`config.mk`:
```
export PLATFORM = sky130hd
export DESIGN_NAME = instruction_fetch_unit_flat
export DESIGN_NICKNAME = d
export VERILOG_FILES = /design/src/rtl/instruction_fetch_unit_if.sv /design/src/rtl/instruction_fetch_unit.sv /design/src/flat_wrapper.sv
export SDC_FILE = /design/constraint.sdc
export NUM_CORES = 1
export LEC_CHECK = 0
export CAP_MARGIN = 25
export CELL_PAD_IN_SITES_DETAIL_PLACEMENT = 1
export CELL_PAD_IN_SITES_GLOBAL_PLACEMENT = 1
export CORE_MARGIN = 2
export CORE_UTILIZATION = 30
export CTS_CLUSTER_DIAMETER = 60
export DETAILED_ROUTE_END_ITERATION = 10
export GPL_TIMING_DRIVEN = 0
export PLACE_DENSITY_LB_ADDON = 0.1
export SLEW_MARGIN = 30
export SYNTH_ARGS = -nofsm -noshare
export SYNTH_HDL_FRONTEND = slang
export SYNTH_SLANG_ARGS = --single-unit
export TNS_END_PERCENT = 1
```
`constraint.sdc`:
```
create_clock -name clk -period 2.29 [get_ports clk]
set_input_delay 0.458 -clock clk [delete_from_list [all_inputs] [get_ports clk]]
set_output_delay 0.458 -clock clk [all_outputs]
set_load 0.03 [all_outputs]
```
`src/rtl/instruction_fetch_unit_if.sv`:
```
// Fetch-stage bus: instruction memory read port, hazard/redirect controls
// and the IF/ID pipeline register outputs.
interface instruction_fetch_unit_if #(
  parameter int PC_WIDTH    = 8,
  parameter int INSTR_WIDTH = 8
);
  logic [PC_WIDTH-1:0]    pc_out;
  logic [INSTR_WIDTH-1:0] instr_in;
  logic                   stall;
  logic                   flush;
  logic                   jump_valid;
  logic [PC_WIDTH-1:0]    jump_target;
  logic                   if_id_valid;
  logic [INSTR_WIDTH-1:0] if_id_instr;
  logic [PC_WIDTH-1:0]    if_id_pc;
  logic                   halted;

  // master: the fetch unit; slave: memory, hazard unit and decode stage
  modport master (
    output pc_out, if_id_valid, if_id_instr, if_id_pc, halted,
    input  instr_in, stall, flush, jump_valid, jump_target
  );

  modport slave (
    input  pc_out, if_id_valid, if_id_instr, if_id_pc, halted,
    output instr_in, stall, flush, jump_valid, jump_target
  );
endinterface

```
`src/rtl/instruction_fetch_unit.sv`:
```
// Fetch stage: owns the PC, reads instruction memory and fills IF/ID.
// Optional macro FETCH_WRAP_EN: PC wraps at MEM_DEPTH instead of halting.
module instruction_fetch_unit #(
  parameter int                       PC_WIDTH    = 8,
  parameter int                       INSTR_WIDTH = 8,
  parameter int                       MEM_DEPTH   = 6,
  parameter logic [PC_WIDTH-1:0]      RESET_PC    = '0,
  parameter logic [INSTR_WIDTH-1:0]   NOP_CODE    = '0
) (
  input  logic                        clk,
  input  logic                        reset,
  instruction_fetch_unit_if.master    bus
);

  typedef enum logic {RUN, HALT} state_t;

  localparam logic [PC_WIDTH:0] DEPTH = (PC_WIDTH+1)'(MEM_DEPTH);

  state_t                 state_q;
  logic [PC_WIDTH-1:0]    pc_q;
  logic                   valid_q;
  logic [INSTR_WIDTH-1:0] instr_q;
  logic [PC_WIDTH-1:0]    ifpc_q;

  logic                   in_range;
  logic                   jump_in_range;
  logic [PC_WIDTH-1:0]    pc_inc_d;
  logic [PC_WIDTH-1:0]    jump_pc_d;
  logic [PC_WIDTH:0]      jump_mod;

  // Range checks use the pre-increment PC so 'hFF cannot wrap silently into memory
  always_comb begin
    jump_mod = '0;
`ifdef FETCH_WRAP_EN
    in_range      = 1'b1;
    jump_in_range = 1'b1;
    jump_mod      = {1'b0, bus.jump_target} % DEPTH;
    jump_pc_d     = jump_mod[PC_WIDTH-1:0];
    pc_inc_d      = ({1'b0, pc_q} >= DEPTH - 1'b1) ? '0 : pc_q + 1'b1;
`else
    in_range      = ({1'b0, pc_q} < DEPTH);
    jump_in_range = ({1'b0, bus.jump_target} < DEPTH);
    jump_pc_d     = bus.jump_target;
    pc_inc_d      = pc_q + 1'b1;
`endif
  end

  always_ff @(posedge clk) begin
    if (!reset) begin
      state_q <= RUN;
      pc_q    <= RESET_PC;
      valid_q <= 1'b0;
      instr_q <= NOP_CODE;
      ifpc_q  <= '0;
    end else begin
      unique case (state_q)
        RUN: begin
          if (bus.jump_valid) begin
            pc_q    <= jump_pc_d;
            valid_q <= 1'b0;
            instr_q <= NOP_CODE;
            if (!jump_in_range) state_q <= HALT;
          end else if (bus.flush) begin
            valid_q <= 1'b0;
            instr_q <= NOP_CODE;
            if (!in_range)       state_q <= HALT;
            else if (!bus.stall) pc_q    <= pc_inc_d;
          end else if (bus.stall) begin
            pc_q <= pc_q;
          end else if (in_range) begin
            instr_q <= bus.instr_in;
            ifpc_q  <= pc_q;
            valid_q <= 1'b1;
            pc_q    <= pc_inc_d;
          end else begin
            // Ran off the end of the program: drain IF/ID and stop
            valid_q <= 1'b0;
            instr_q <= NOP_CODE;
            state_q <= HALT;
          end
        end
        HALT: begin
          if (bus.jump_valid && jump_in_range) begin
            pc_q    <= jump_pc_d;
            state_q <= RUN;
          end
        end
        default: state_q <= RUN;
      endcase
    end
  end

  assign bus.pc_out      = pc_q;
  assign bus.if_id_valid = valid_q;
  assign bus.if_id_instr = instr_q;
  assign bus.if_id_pc    = ifpc_q;
`ifdef FETCH_WRAP_EN
  assign bus.halted      = 1'b0;
`else
  assign bus.halted      = (state_q == HALT);
`endif

endmodule

```
`src/flat_wrapper.sv`:
```
// flat-port wrapper written by rule: the top's interface ports become plain ports
module instruction_fetch_unit_flat 
#(
  parameter int                       PC_WIDTH    = 8,
  parameter int                       INSTR_WIDTH = 8,
  parameter int                       MEM_DEPTH   = 6,
  parameter logic [PC_WIDTH-1:0]      RESET_PC    = '0,
  parameter logic [INSTR_WIDTH-1:0]   NOP_CODE    = '0
)
  (clk, reset, bus_pc_out, bus_if_id_valid, bus_if_id_instr, bus_if_id_pc, bus_halted, bus_instr_in, bus_stall, bus_flush, bus_jump_valid, bus_jump_target);
  instruction_fetch_unit_if #(.PC_WIDTH(PC_WIDTH), .INSTR_WIDTH(INSTR_WIDTH)) bus_i ();
  input  logic clk;
  input  logic reset;
  output wire logic [$bits(bus_i.pc_out)-1:0] bus_pc_out;
  output wire logic [$bits(bus_i.if_id_valid)-1:0] bus_if_id_valid;
  output wire logic [$bits(bus_i.if_id_instr)-1:0] bus_if_id_instr;
  output wire logic [$bits(bus_i.if_id_pc)-1:0] bus_if_id_pc;
  output wire logic [$bits(bus_i.halted)-1:0] bus_halted;
  input wire logic [$bits(bus_i.instr_in)-1:0] bus_instr_in;
  input wire logic [$bits(bus_i.stall)-1:0] bus_stall;
  input wire logic [$bits(bus_i.flush)-1:0] bus_flush;
  input wire logic [$bits(bus_i.jump_valid)-1:0] bus_jump_valid;
  input wire logic [$bits(bus_i.jump_target)-1:0] bus_jump_target;
  assign bus_pc_out = bus_i.pc_out;
  assign bus_if_id_valid = bus_i.if_id_valid;
  assign bus_if_id_instr = bus_i.if_id_instr;
  assign bus_if_id_pc = bus_i.if_id_pc;
  assign bus_halted = bus_i.halted;
  assign bus_i.instr_in = bus_instr_in;
  assign bus_i.stall = bus_stall;
  assign bus_i.flush = bus_flush;
  assign bus_i.jump_valid = bus_jump_valid;
  assign bus_i.jump_target = bus_jump_target;
  instruction_fetch_unit #(.PC_WIDTH(PC_WIDTH), .INSTR_WIDTH(INSTR_WIDTH), .MEM_DEPTH(MEM_DEPTH), .RESET_PC(RESET_PC), .NOP_CODE(NOP_CODE)) u_core (.clk(clk), .reset(reset), .bus(bus_i));
endmodule
```
==> qor.txt <==
WL met3 -> 157 µm
H-tree Lvls -> 1
Slowest cell delay on critical path -> 0.56 ns
Pwr/cell area -> 659 mW/mm²
Worst Path Buf+Inv -> 1
CP Cell Sequence -> clkdlybuf4s50_1, or4b_4, o22a_1, nor2_1, a311oi_1
Clock latency on the worst-skew pair -> 0.28 ns
Tcrit/Tclk final -> 95.7%
Metal2 WL -> 1.81 mm
Cts repair resizes -> 0
Status -> finished clean
Vias in the first global route -> 1,221
GRT overflow -> 0
Worst slew pin tran -> 0.673 ns
DRC -> 0
Mapped Nets -> 146
Area Growth Syn to Fin -> 51.4%
Post-Place Setup Slack -> -0.187 ns
EDFF count, synth -> 0
Post-synth top cells -> dfxtp_1 (26), nor2_1 (16), nand2_1 (12), a22oi_1 (8), and3_1 (7)
Critical-path top delay cell -> or4b_4
Cell accounting for the most synthesized area -> dfxtp_1
Leakage power -> 0.627 nW
RSZ-0062 raised after global routing -> false
Reg clk slew, reported paths -> 0.09 ns
Reg-to-Reg Start -> u_core.bus.pc_out[5]
FF-to-FF setup slack -> 0.31 ns
Num CTS Buffers -> 3
Slew headroom -> 55.0%
Final setup viols -> 0
Area fraction of the dominant cell type after synthesis -> 46.0%
Port Buffer Count -> 45
Drt wl/cell -> 15.6 µm
Vias per inst -> 5.29
Initial antenna violation count -> 0
TritonCTS clock tree -> built
Root Driver -> clkbuf_8
Met1 WL -> 1.40 mm
Final #Nets -> 196
Global-route wire length before repair -> 5.68 mm
Finished Layout Cells -> 221
Die area -> 0.00428 mm²
Final Max Slew Viols -> 0
Post-Syn Area per Cell -> 9.13 µm²
First-pass DRT Iterations -> 4
Largest net degree at the start of global routing -> 16
Core Box Area -> 0.00363 mm²
Hold Buf Count CTS -> 0
Post-Syn Area -> 0.00113 mm²
Area after DPL -> 0.00164 mm²
Util after Layout -> 47.2%
Antenna diodes -> 0
Sequential area share after synthesis -> 46.0%
Iteration-0 DRC Markers -> 37
Total GRT Usage -> 17.4%
Drt total wl -> 3.45 mm
HP Class -> reg2reg
Ys Warns -> 0
WP data required -> 2.43 ns
Post-synth cell types -> 38
Main synth FF type -> dfxtp_1
Worst setup path endpoint -> u_core.bus.pc_out[1]
Final Hold Viols -> 0
DR top layer -> met4
Reg2Reg Depth -> 6
Max Cap Viol -> 0
Max Freq -> 0.456 GHz
Via Count -> 1,170
Die Span Y -> 65.4 µm
Top Family by Delay on Critical Path -> simple AND/OR/NAND/NOR gates
Post-detail-place hpwl -> 2.70 mm
Design area -> 0.00171 mm²
Setup Skew -> 0.00394 ns
Worst path depth -> 5
Initial Utilization -> 31.2%
Flops & latches, synth -> 26
Startpoint Class -> input port
Layout cells sized above 1 -> 6.36%
Worst-path fanout max -> 6
Min Hold Slack -> 0.485 ns
Die Wd -> 65.4 µm
Critical path startpoint -> bus_jump_target[5]
# rows -> 22
Count leader, synth -> dfxtp_1
Clock Tree Buf Depth -> 2
Ranking of synthesized cells by area -> dfxtp_1 (46%), a22oi_1 (5.3%), nor2_1 (5.3%)
Post-route setup slack -> 0.0992 ns
Placed cells -> 217
WS Path Type -> in2reg
Hold Path Stages -> 1
GPL Wtd Cong -> 0.829
Async SR Flop Fraction -> 0%
WP data arrival -> 2.33 ns
Min Clock Period, post-route -> 2.19 ns
Peak supply drop -> 0.242 mV
Clk sinks -> 26
CP Capture Type -> register
Post-CTS setup buffer count -> 0
I/O pin cnt -> 47
Reg2reg end -> u_core.bus.if_id_pc[2]
DRT antenna net count -> 0
Cell count after synthesis -> 124
-- registers in the layout, summed over array words and instances, names as in the netlist --
signal,flops
u_core.bus.if_id_pc,8
u_core.bus.if_id_valid,1
u_core.bus.if_id_instr,8
u_core.bus.pc_out,8
u_core.bus.halted,1
-- how the worst min path moves through the flow --
stage / slack [ns] / start / to
finish: 0.49 / u_core.bus.if_id_pc[7] / u_core.bus.if_id_pc[7]
global route: 0.50 / u_core.bus.if_id_pc[7] / u_core.bus.if_id_pc[7]
CTS: 0.49 / u_core.bus.if_id_pc[7] / u_core.bus.if_id_pc[7]
detailed placement: 0.47 / u_core.bus.if_id_pc[4] / u_core.bus.if_id_pc[4]
global placement: 0.47 / u_core.bus.if_id_pc[3] / u_core.bus.if_id_pc[3]
floorplan: 0.61 / u_core.bus.if_id_pc[3] / u_core.bus.if_id_pc[3]
-- cells by family after synthesis --
family / synth area share, %
buf+inv: 3.09
fa+ha+maj: 1.10
simple gates: 24.6
flops: 46.0
compound gates: 22.5
mux: 2.65
-- final cells by class --
type / instances / area (µm²)
buffer: 6 / 31.3
clock buffer: 3 / 41.3
clock inverter: 1 / 30.0
fill: 443 / 1920
inverter: 1 / 3.75
multi-input combinational: 91 / 577
sequential: 26 / 520
tap: 48 / 60.1
timing repair buffer: 45 / 450
-- cells in the final DEF, fill, tap and decap left out, types with 2 or more instances in the layout --
cell	count
nor2_1	16
mux2i_1	3
and2_1	4
a311oi_1	2
nand2b_1	2
a21oi_1	6
nand2_1	12
a32o_1	4
dfxtp_1	26
and3_1	7
o21ai_0	3
nor4_1	2
nand3_1	2
a22oi_1	8
clkbuf_1	4
clkbuf_8	3
clkdlybuf4s50_1	45
-- per-stage QoR --
stage               power (W)  setup TNS, ns
floorplan            0.000642              0
global placement     0.000747         -0.526
finish                0.00113              0
global route          0.00119              0
detailed placement   0.000757          -1.19
CTS                   0.00114              0
-- routing by layer --
| metal | up-vias | track usage, % |
|---|---|---|
| li1 | 557 | - |
| met5 | - | 0 |
| met4 | 0 | 8.33 |
| met1 | 570 | 19.2 |
| met3 | 9 | 2.91 |
| met2 | 34 | 32.1 |
-- power by group --
group          switching (W)  total (W)  internal (W)
registers          0.0000271   0.000499      0.000472
clock network       0.000151   0.000385      0.000234
logic               0.000135   0.000245      0.000110
(Power assumes the default switching activity.)
